==> src/rtl/clk_meter_pkg.sv <==
// Shared FSM encoding, counter-width default and duty helper for clk_meter.
package clk_meter_pkg;

    typedef enum logic [1:0] {
        CKM_IDLE = 2'd0,
        CKM_ARM  = 2'd1,
        CKM_HIGH = 2'd2,
        CKM_LOW  = 2'd3
    } ckm_state_e;

    localparam int CKM_CNT_SZ_DEF = 16;

    // True when the two phase lengths differ by more than one cycle.
    function automatic logic ckm_duty_off(input logic [31:0] a, input logic [31:0] b);
        if (a > b) begin
            return (a - b) > 32'd1;
        end
        return (b - a) > 32'd1;
    endfunction

endpackage

==> src/rtl/clk_meter_sync_edge.sv <==
// ns_sync_edge: SYNC_STG-flop synchronizer followed by one edge flop that
// yields single-cycle rise/fall strobes of the asynchronous input.
module ns_sync_edge #(
    parameter int SYNC_STG = 2
) (
    input  logic i_clk,
    input  logic i_reset,
    input  logic i_sig,
    output logic o_rise,
    output logic o_fall
);

    logic [SYNC_STG-1:0] sync_q;
    logic                edge_q;

    always_ff @(posedge i_clk) begin
        if (i_reset) begin
            sync_q <= '0;
            edge_q <= 1'b0;
        end else begin
            sync_q <= {sync_q[SYNC_STG-2:0], i_sig};
            edge_q <= sync_q[SYNC_STG-1];
        end
    end

    assign o_rise = sync_q[SYNC_STG-1] & ~edge_q;
    assign o_fall = ~sync_q[SYNC_STG-1] & edge_q;

endmodule

==> src/rtl/clk_meter.sv <==
// clk_meter: measures high/low/period of an asynchronous square wave in i_clk
// cycles with a valid/ack result handshake. Optional macro NS_CLK_METER_DUTY_CHK_EN.
module clk_meter
    import clk_meter_pkg::*;
#(
    parameter int CNT_SZ   = CKM_CNT_SZ_DEF,
    parameter int SYNC_STG = 2
) (
    input  logic              i_clk,
    input  logic              i_reset,
    input  logic              i_enable,
    input  logic              i_sig,
    input  logic              i_ack,
    output logic              o_valid,
    output logic [CNT_SZ-1:0] o_high,
    output logic [CNT_SZ-1:0] o_low,
    output logic [CNT_SZ:0]   o_period,
    output logic              o_overrun,
    output logic              o_stuck,
    output logic              o_duty_err
);

    localparam logic [CNT_SZ-1:0] CNT_MAX = '1;
    localparam logic [CNT_SZ-1:0] CNT_ONE = {{(CNT_SZ-1){1'b0}}, 1'b1};

    ckm_state_e        state_q, state_d;
    logic [CNT_SZ-1:0] cnt_q, cnt_d;
    logic [CNT_SZ-1:0] cnt_high_q, cnt_high_d;
    logic [CNT_SZ-1:0] high_q, high_d;
    logic [CNT_SZ-1:0] low_q, low_d;
    logic [CNT_SZ:0]   period_q, period_d;
    logic              valid_q, valid_d;
    logic              overrun_q, overrun_d;
    logic              stuck_q, stuck_d;
    logic              rise, fall;
    logic              pub, load;
    logic [CNT_SZ-1:0] cnt_inc;

    ns_sync_edge #(
        .SYNC_STG (SYNC_STG)
    ) u_sync_edge (
        .i_clk   (i_clk),
        .i_reset (i_reset),
        .i_sig   (i_sig),
        .o_rise  (rise),
        .o_fall  (fall)
    );

    // Never wraps where it is used: saturation is checked before any edge.
    assign cnt_inc = cnt_q + CNT_ONE;

    always_comb begin
        state_d    = state_q;
        cnt_d      = cnt_q;
        cnt_high_d = cnt_high_q;
        high_d     = high_q;
        low_d      = low_q;
        period_d   = period_q;
        valid_d    = valid_q;
        overrun_d  = overrun_q;
        stuck_d    = stuck_q;
        pub        = 1'b0;
        load       = 1'b0;

        if (valid_q && i_ack) begin
            valid_d   = 1'b0;
            overrun_d = 1'b0;
            stuck_d   = 1'b0;
        end

        if (!i_enable) begin
            state_d = CKM_IDLE;
            cnt_d   = '0;
        end else begin
            case (state_q)
                CKM_IDLE: state_d = CKM_ARM;
                CKM_ARM: begin
                    if (rise) begin
                        state_d = CKM_HIGH;
                        cnt_d   = '0;
                    end
                end
                CKM_HIGH: begin
                    if (cnt_q == CNT_MAX) begin
                        stuck_d = 1'b1;
                        state_d = CKM_ARM;
                        cnt_d   = '0;
                    end else if (fall) begin
                        cnt_high_d = cnt_inc;
                        cnt_d      = '0;
                        state_d    = CKM_LOW;
                    end else begin
                        cnt_d = cnt_inc;
                    end
                end
                CKM_LOW: begin
                    if (cnt_q == CNT_MAX) begin
                        stuck_d = 1'b1;
                        state_d = CKM_ARM;
                        cnt_d   = '0;
                    end else if (rise) begin
                        pub     = 1'b1;
                        cnt_d   = '0;
                        state_d = CKM_HIGH;
                    end else begin
                        cnt_d = cnt_inc;
                    end
                end
                default: state_d = CKM_IDLE;
            endcase
        end

        // A same-cycle ack frees the result registers for the new measurement.
        if (pub) begin
            if (!valid_q || i_ack) begin
                load     = 1'b1;
                high_d   = cnt_high_q;
                low_d    = cnt_inc;
                period_d = {1'b0, cnt_high_q} + {1'b0, cnt_inc};
                valid_d  = 1'b1;
            end else begin
                overrun_d = 1'b1;
            end
        end
    end

    always_ff @(posedge i_clk) begin
        if (i_reset) begin
            state_q    <= CKM_IDLE;
            cnt_q      <= '0;
            cnt_high_q <= '0;
            high_q     <= '0;
            low_q      <= '0;
            period_q   <= '0;
            valid_q    <= 1'b0;
            overrun_q  <= 1'b0;
            stuck_q    <= 1'b0;
        end else begin
            state_q    <= state_d;
            cnt_q      <= cnt_d;
            cnt_high_q <= cnt_high_d;
            high_q     <= high_d;
            low_q      <= low_d;
            period_q   <= period_d;
            valid_q    <= valid_d;
            overrun_q  <= overrun_d;
            stuck_q    <= stuck_d;
        end
    end

`ifdef NS_CLK_METER_DUTY_CHK_EN
    logic duty_q;

    always_ff @(posedge i_clk) begin
        if (i_reset) begin
            duty_q <= 1'b0;
        end else if (load) begin
            duty_q <= ckm_duty_off(32'(cnt_high_q), 32'(cnt_inc));
        end
    end

    assign o_duty_err = duty_q;
`else
    assign o_duty_err = 1'b0;
`endif

    assign o_valid   = valid_q;
    assign o_high    = high_q;
    assign o_low     = low_q;
    assign o_period  = period_q;
    assign o_overrun = overrun_q;
    assign o_stuck   = stuck_q;

endmodule

==> config.mk <==
export PLATFORM = sky130hd
export DESIGN_NAME = clk_meter
export DESIGN_NICKNAME = d
export VERILOG_FILES = /design/src/rtl/clk_meter_pkg.sv /design/src/rtl/clk_meter_sync_edge.sv /design/src/rtl/clk_meter.sv
export SDC_FILE = /design/constraint.sdc
export NUM_CORES = 1
export LEC_CHECK = 0
export BUFFER_PORTS_ARGS = -buffer_cell sky130_fd_sc_hd__buf_2
export CORE_AREA = 2 2 116 118
export DETAILED_ROUTE_END_ITERATION = 16
export DIE_AREA = 0 0 118 120
export GPL_ROUTABILITY_DRIVEN = 1
export GPL_TIMING_DRIVEN = 0
export PLACE_DENSITY = 0.59
export SETUP_SLACK_MARGIN = 0.2
export SLEW_MARGIN = 20
export SYNTH_ARGS = -nofsm -noshare
export SYNTH_HDL_FRONTEND = slang
export SYNTH_SLANG_ARGS = --single-unit
==> constraint.sdc <==
create_clock -name i_clk -period 3.9 [get_ports i_clk]
set_input_delay 0.585 -clock i_clk [delete_from_list [all_inputs] [get_ports i_clk]]
set_output_delay 0.585 -clock i_clk [all_outputs]
set_load 0.02 [all_outputs]
==> summary.txt, run 1 <==
GRT
  • Total gr overflow: 0
  • Vias in the first global route: 3,802
  • First-pass GRT wire length: 20.3 mm
  • Initial antenna violation count: 0
  • Gr usage total: 0.185
  • Pin count of the biggest net entering global routing: 17

Pwr
  • Sequential power share: 0.478
  • Comb pwr share: 0.019
  • Clock Power Share: 0.502
  • Net Sw Frac: 0.220
  • Tot Pwr: 1.91 mW
  • VDD IR max: 161 uV
  • NetSw: 0.420 mW
  • P per Cell Area: 354 nW/um^2
  • Internal power: 1.49 mW
  • Leakage: 2.19 nW

Clock tree
  • Clock transition at the registers of the reported paths: 70 ps
  • Post-CTS setup repair buffer count: 0
  • CTS tree: yes
  • CTS buffer count: 9
  • Hold Buf Count CTS: 0
  • H-tree lvl count: 3
  • Worst-case clock buffer depth: 2
  • Number of clock sinks: 89
  • Clk_lat worst skew: 350 ps
  • Root buffer cell: clkbuf_16
  • Gates resized, CTS repair: 0

Placement
  • Port Buffers: 56
  • Gp weighted congestion: 0.904
  • Post-Place Setup Slack: 316 ps
  • Post-placement cell count: 758
  • Post-DP HPWL: 9.69 mm
  • Area after DPL: 5060 um^2

Critical path
  • Crit start category: register
  • Crit. End Element: register
  • Critical path class: register to register
  • WP data arrival: 3640 ps
  • RR Startpoint: cnt_q[2]$_SDFFE_PP0P_
  • Reg2reg setup slack: 520 ps
  • CP startpoint: cnt_q[2]$_SDFFE_PP0P_
  • Worst-path fanout max: 10
  • Req. time, crit path: 4150 ps

Floorplan
  • Die footprint: 14,200 um^2
  • Die Y: 120 um
  • Initial Util: 0.351
  • Chip width: 118 um
  • Core area: 13,000 um^2
  • Ports: 58
  • Row cnt: 42

Route
  • Routed wire length: 12.7 mm
  • Vias per std cell: 5.19
  • WL met3: 907 um
  • Number of remaining DRC errors: 0
  • Drt first pass iters: 5
  • WL per Instance: 16.5 um
  • Highest metal used: met4
  • Antenna-violating nets left: 0
  • Via count: 4,020
  • Length of routed met2 wiring: 5.47 mm
  • Metal-1 WL: 6.12 mm
  • Initial DRC Count: 260

Min path
  • Hold WC Path Type: primary input to register
  • Min-delay src: i_sig

Synth
  • Syn_area_per_cell: 8.67 um^2
  • FFs w/ async S/R, synth: 0
  • Top FF cell, synth: dfxtp_1
  • Seq/Total Area, Yosys: 0.391
  • Synthesized flop and latch total: 89
  • Share of Yosys cell area claimed by the top area cell type: 0.391
  • Number of synthesized flops with an enable pin: 0
  • Area contributors post-synth: dfxtp_1 (39%), nand2_1 (5.5%), ha_1 (5.5%)
  • Syn_nets: 552
  • Mapped Cells: 526
  • Post-Syn Area: 4560 um^2
  • Distinct cells, synth: 63
  • YS warnings: 0
  • Cell taking the most area after synthesis: dfxtp_1

Cells and area
  • Util after Layout: 0.416
  • Post-route cell area: 5390 um^2
  • Most frequent cells in the layout: dfxtp_1 (89), nand2_1 (67), buf_2 (62), nor2_1 (51), a21oi_1 (45)
  • Nets: 619
  • Area grow syn2layout: 18.3%
  • Layout Cells excl Fill: 774
  • Fraction of layout cells with a size suffix above 1: 0.201
  • Diodes inserted: 0
  • Most common cell after layout, fill and taps aside: dfxtp_1

STA
  • Worst hold slack: 439 ps
  • Endpoints failing hold: 0
  • Measured slew at the worst slew-check pin: 702 ps
  • Unrepaired setup endpoints after global routing: no
  • Final WS setup: 517 ps
  • Fin crit period: 3380 ps
  • FMAX: 296 MHz
  • Final Max Tran Viols: 0
  • Setup TNS: 0 ps
  • Setup Skew: 6.89 ps
  • Crit share post-route: 0.868
  • Final count of negative-setup-slack endpoints: 0
  • Max_slew headroom: 0.532

Run status
  • Outcome: complete, no violations

Run
  • Max-cap violations: 0
layer usage:
metal,up-vias,track usage
met5,-,0
met4,0,0.0685
met3,21,0.0475
met2,140,0.276
met1,1838,0.256
li1,2021,-
cells by family after synthesis:
group                      after synthesis  share of synthesized area
DFF                                     89                      0.391
muxes                                    3                    0.00659
other                                    1                   0.000822
buffers and inverters                   58                     0.0620
AOI/OAI and AO/OA                      148                      0.248
and+or+nand+nor                        192                      0.206
xor gates and xnor gates                14                     0.0269
adders and majority gates               21                     0.0593
final cells by class:
cell class,count,area (um^2)
Timing Repair Buffer,56,280
Clock buffer,9,225
Sequential cell,89,1780
Multi-Input combinational cell,379,2500
Clock inverter,7,104
Inverter,26,97.6
Tap cell,176,220
Buffer,32,185
Fill cell,1338,7590
final timing paths:
kind | endpoint | depth (start not counted)
setup / recovery | o_period[12]$_SDFFE_PP0P_ | 12
hold / removal | u_sync_edge.sync_q[0]$_SDFF_PP0_ | 2
setup reg to reg | o_period[12]$_SDFFE_PP0P_ | 12
hold reg to reg | u_sync_edge.sync_q[1]$_SDFF_PP0_ | 1
state kept, by name, summed over array words and instances, names as in the netlist:
signal              flops
cnt_high_q             16
cnt_q                  16
o_high                 16
o_low                  16
o_overrun               1
o_period               17
o_stuck                 1
o_valid                 1
state_q                 2
u_sync_edge.edge_q      1
u_sync_edge.sync_q      2
synth_stat cells (all sizes together) (3+ instances only):
cell,number
dfxtp,89
nand2,67
nor2,56
a21oi,46
a211oi,34
inv,26
ha,20
buf,16
clkbuf,16
nand3,15
o21ai,12
nand4,10
a22oi,9
and3,8
xor2,8
a21o,6
a31oi,6
and4,6
xnor2,6
a311oi,5
nand2b,5
nor2b,5
nor3,5
o211ai,5
a2111o,4
a2111oi,4
and2,4
a21boi,3
mux2i,3
nand3b,3
worst max-delay path: stages, from the launching register on:
cell	delay (ps)
dfxtp_1	440
and4_1	260
and2_1	160
buf_2	210
nand2_1	100
xor2_1	410
inv_1	150
ha_1	340
nand4_1	120
a211oi_2	390
o211ai_1	190
a2111o_1	430
o311ai_1	80
power groups by stage:
| stage | registers (mW) | clock network [mW] | logic, mW |
|---|---|---|---|
| 2_1_floorplan | 0.933 | 0 | 0.0238 |
| 3_3_place_gp | 0.933 | 0 | 0.0362 |
| 3_5_place_dp | 0.933 | 0 | 0.0369 |
| 4_1_cts | 0.912 | 0.975 | 0.0371 |
| 5_1_grt | 0.912 | 1.01 | 0.0404 |
| 6_report | 0.912 | 0.958 | 0.0370 |
Note: power is estimated with default switching activity, not from simulation.
==> inputs of run 2 (changes only) <==
Settings changed: CORE_AREA 2 2 116 118 to 2 2 96 98, DIE_AREA 0 0 118 120 to 0 0 98 100, PLACE_DENSITY 0.59 to 0.76, SYNTH_HIERARCHICAL set to 1.
Clock period 3.9 ns to 3.2 ns, I/O delays scaled along.
==> run 2 against run 1 <==
  * Global-route usage grew 4.7 points
  * Clock skew shrank 1.1 ps
  * Critical path type unchanged
  * Combinational power grew 19%
  * Routed wire length shrank 8.4%
  * Register-to-register slack lost 250 ps
  * Clock-buffer cell count grew 3
  * Synthesized cell count shrank 3.6%
  * Sequential power grew 22%
  * Worst hold slack lost 120 ps
  * Highest routed layer unchanged
  * Largest power group is now registers
  * Critical path depth shrank 1
==> summary.txt, run 2 <==
Pwr
  • Comb pwr share: 0.021
  • Leakage: 2.18 nW
  • Net Sw Frac: 0.208
  • NetSw: 0.446 mW
  • Sequential power share: 0.517
  • Clock Power Share: 0.463
  • VDD IR max: 219 uV
  • P per Cell Area: 418 nW/um^2
  • Internal power: 1.70 mW

Synth
  • Distinct cells, synth: 49
  • Mapped Cells: 507
  • Syn_area_per_cell: 8.44 um^2
  • Number of synthesized flops with an enable pin: 0
  • Top FF cell, synth: dfxtp_1
  • Syn_nets: 533
  • Synth top cells by count: dfxtp_1 (89), nand2_1 (73), nor2_1 (65)
  • Area contributors post-synth: dfxtp_1 (42%), nand2_1 (6.4%), ha_1 (5.8%)
  • Share of Yosys cell area claimed by the top area cell type: 0.416
  • Cell taking the most area after synthesis: dfxtp_1
  • Synthesized flop and latch total: 89
  • YS warnings: 6
  • Post-Syn Area: 4280 um^2
  • FFs w/ async S/R, synth: 0
  • Seq/Total Area, Yosys: 0.416
  • Most frequent cell after synthesis: dfxtp_1

Critical path
  • Worst-path cell chain: nand2_1, nor3_4, and4_2, xnor2_2, inv_1, ha_1, nand2_1, or2_2, o31ai_4, a211oi_1, nor4_1
  • CP most frequent cell: nand2_1
  • Crit start category: register
  • Crit. End Element: register
  • CP bufs+invs: 1
  • Top delay family on crit path: simple AND/OR/NAND/NOR gates
  • R2R depth: 11
  • Req. time, crit path: 3470 ps
  • Critical path's largest stage delay: 420 ps
  • WP data arrival: 3200 ps
  • Worst-path fanout max: 7
  • Critical path class: register to register
  • Critical path depth: 11
  • Slowest CP cell: dfxtp_4

Route
  • Initial DRC Count: 252
  • Vias per std cell: 5.74
  • Via count: 3,966
  • WL per Instance: 16.9 um
  • Antenna-violating nets left: 0
  • Number of remaining DRC errors: 0
  • Routed wire length: 11.7 mm
  • Drt first pass iters: 6

Run status
  • Outcome: complete, no violations

Floorplan
  • Die Y: 100 um
  • Initial Util: 0.482
  • Die footprint: 9800 um^2
  • Core area: 8890 um^2
  • Chip width: 98 um
  • Ports: 58
  • Row cnt: 35

Clock tree
  • CTS buffer count: 9
  • Clock transition at the registers of the reported paths: 90 ps
  • Root buffer cell: clkbuf_8
  • H-tree lvl count: 3
  • Worst-case clock buffer depth: 2
  • CTS tree: yes
  • Number of clock sinks: 89
  • Clk_lat worst skew: 360 ps

Cells and area
  • Fraction of layout cells with a size suffix above 1: 0.221
  • Nets: 601
  • Largest register FFs: 17
  • Most common cell after layout, fill and taps aside: dfxtp_1
  • Area grow syn2layout: 20.0%
  • Util after Layout: 0.578
  • Diodes inserted: 0
  • Most frequent cells in the layout: dfxtp_1 (81), nand2_1 (73), nor2_1 (62), buf_2 (59), a21oi_1 (44)
  • Layout Cells excl Fill: 691

STA
  • Measured slew at the worst slew-check pin: 667 ps
  • Unrepaired setup endpoints after global routing: no
  • Crit share post-route: 0.916
  • Final Max Tran Viols: 0
  • Setup Skew: 5.75 ps
  • Final count of negative-setup-slack endpoints: 0
  • Endpoints failing hold: 0
  • FMAX: 341 MHz
  • Fin crit period: 2930 ps
  • Worst hold slack: 323 ps
  • Max_slew headroom: 0.552
  • Final WS setup: 267 ps

GRT
  • Total gr overflow: 0
  • Pin count of the biggest net entering global routing: 15
  • First-pass GRT wire length: 18.3 mm
  • Vias in the first global route: 3,732
  • Gr usage total: 0.231
  • Initial antenna violation count: 0

Placement
  • Post-placement cell count: 674
  • Gp weighted congestion: 0.900
  • Post-Place Setup Slack: -359 ps
  • Post-DP HPWL: 8.03 mm
  • Port Buffers: 56

Min path
  • Hold WC Path Type: primary input to register
  • Hold path cells: 2

Run
  • Max-cap violations: 0
## run 2: cell count changes after synthesis, sizes merged, moves of 5 or more
cell    before  now
nor3         5   13
nand2       67   73
inv         26   17
a211oi      34   20
nor4         1    8
buf         16    9
nand3       15   10
nor2        56   66
a311oi       5    0
xnor2        6   18
mux2i        3    9
## run 2: cell families after synthesis
family          synth area share
flops                      0.416
other cells             0.000876
xor+xnor                  0.0491
mux                       0.0237
compound gates             0.171
fa+ha+maj                 0.0631
simple gates               0.230
buf+inv                   0.0465
## run 2: routing by layer
metal  GRT usage  vias to the layer above  wire (um)
met5           0                        -          0
met4       0.105                        0        412
met3      0.0439                       41        722
met2       0.389                      159       5550
met1       0.289                     1876       4970
li1            -                     1890          -
## run 2: timing repair
action,4_1_cts,5_1_grt
hold buffers,0,0
setup buffers,0,1
pin swaps,0,2
setup endpoints to repair,8,9
resized for setup,15,23
## run 2: layout make-up
cell class / count / area, um^2
Multi-Input combinational cell: 375 / 2450
Clock buffer: 12 / 165
Sequential cell: 89 / 1790
Buffer: 26 / 136
Tap cell: 111 / 139
Timing Repair Buffer: 57 / 288
Clock inverter: 4 / 97.6
Inverter: 17 / 63.8
Fill cell: 773 / 3750
## run 2: worst register-to-register path, cell delays in order (launching register included)
cell and delay (ps):
dfxtp_4 420, nand2_1 150, nor3_4 290, and4_2 320
xnor2_2 170, inv_1 120, ha_1 350, nand2_1 80
or2_2 330, o31ai_4 280, a211oi_1 120, nor4_1 220
## run 2: power groups by stage
stage               clock, mW  combinational, mW  sequential, mW
finish                  0.993             0.0442            1.11
global route             1.04             0.0481            1.11
CTS                     0.997             0.0433            1.11
detailed placement          0             0.0431            1.14
global placement            0             0.0425            1.14
floorplan                   0             0.0265            1.14
## run 2: stage by stage
step           area (um^2)  TNS [ps]  power (mW)
6_report              5140         0        2.15
3_5_place_dp          4700     -1220        1.18
2_1_floorplan         4280         0        1.16
5_1_grt               5140         0        2.20
3_3_place_gp          4700      -717        1.18
4_1_cts               5030         0        2.15
## run 2: final timing paths
check                                               from  slack [ps]                               end
worst max-delay path               cnt_q[0]$_SDFFE_PP0P_         270         o_period[16]$_SDFFE_PP0P_
worst min-delay path                               i_sig         320  u_sync_edge/sync_q[0]$_SDFF_PP0_
worst max register to register     cnt_q[0]$_SDFFE_PP0P_         270         o_period[16]$_SDFFE_PP0P_
worst min register to register  o_period[5]$_SDFFE_PP0P_         450          o_period[5]$_SDFFE_PP0P_
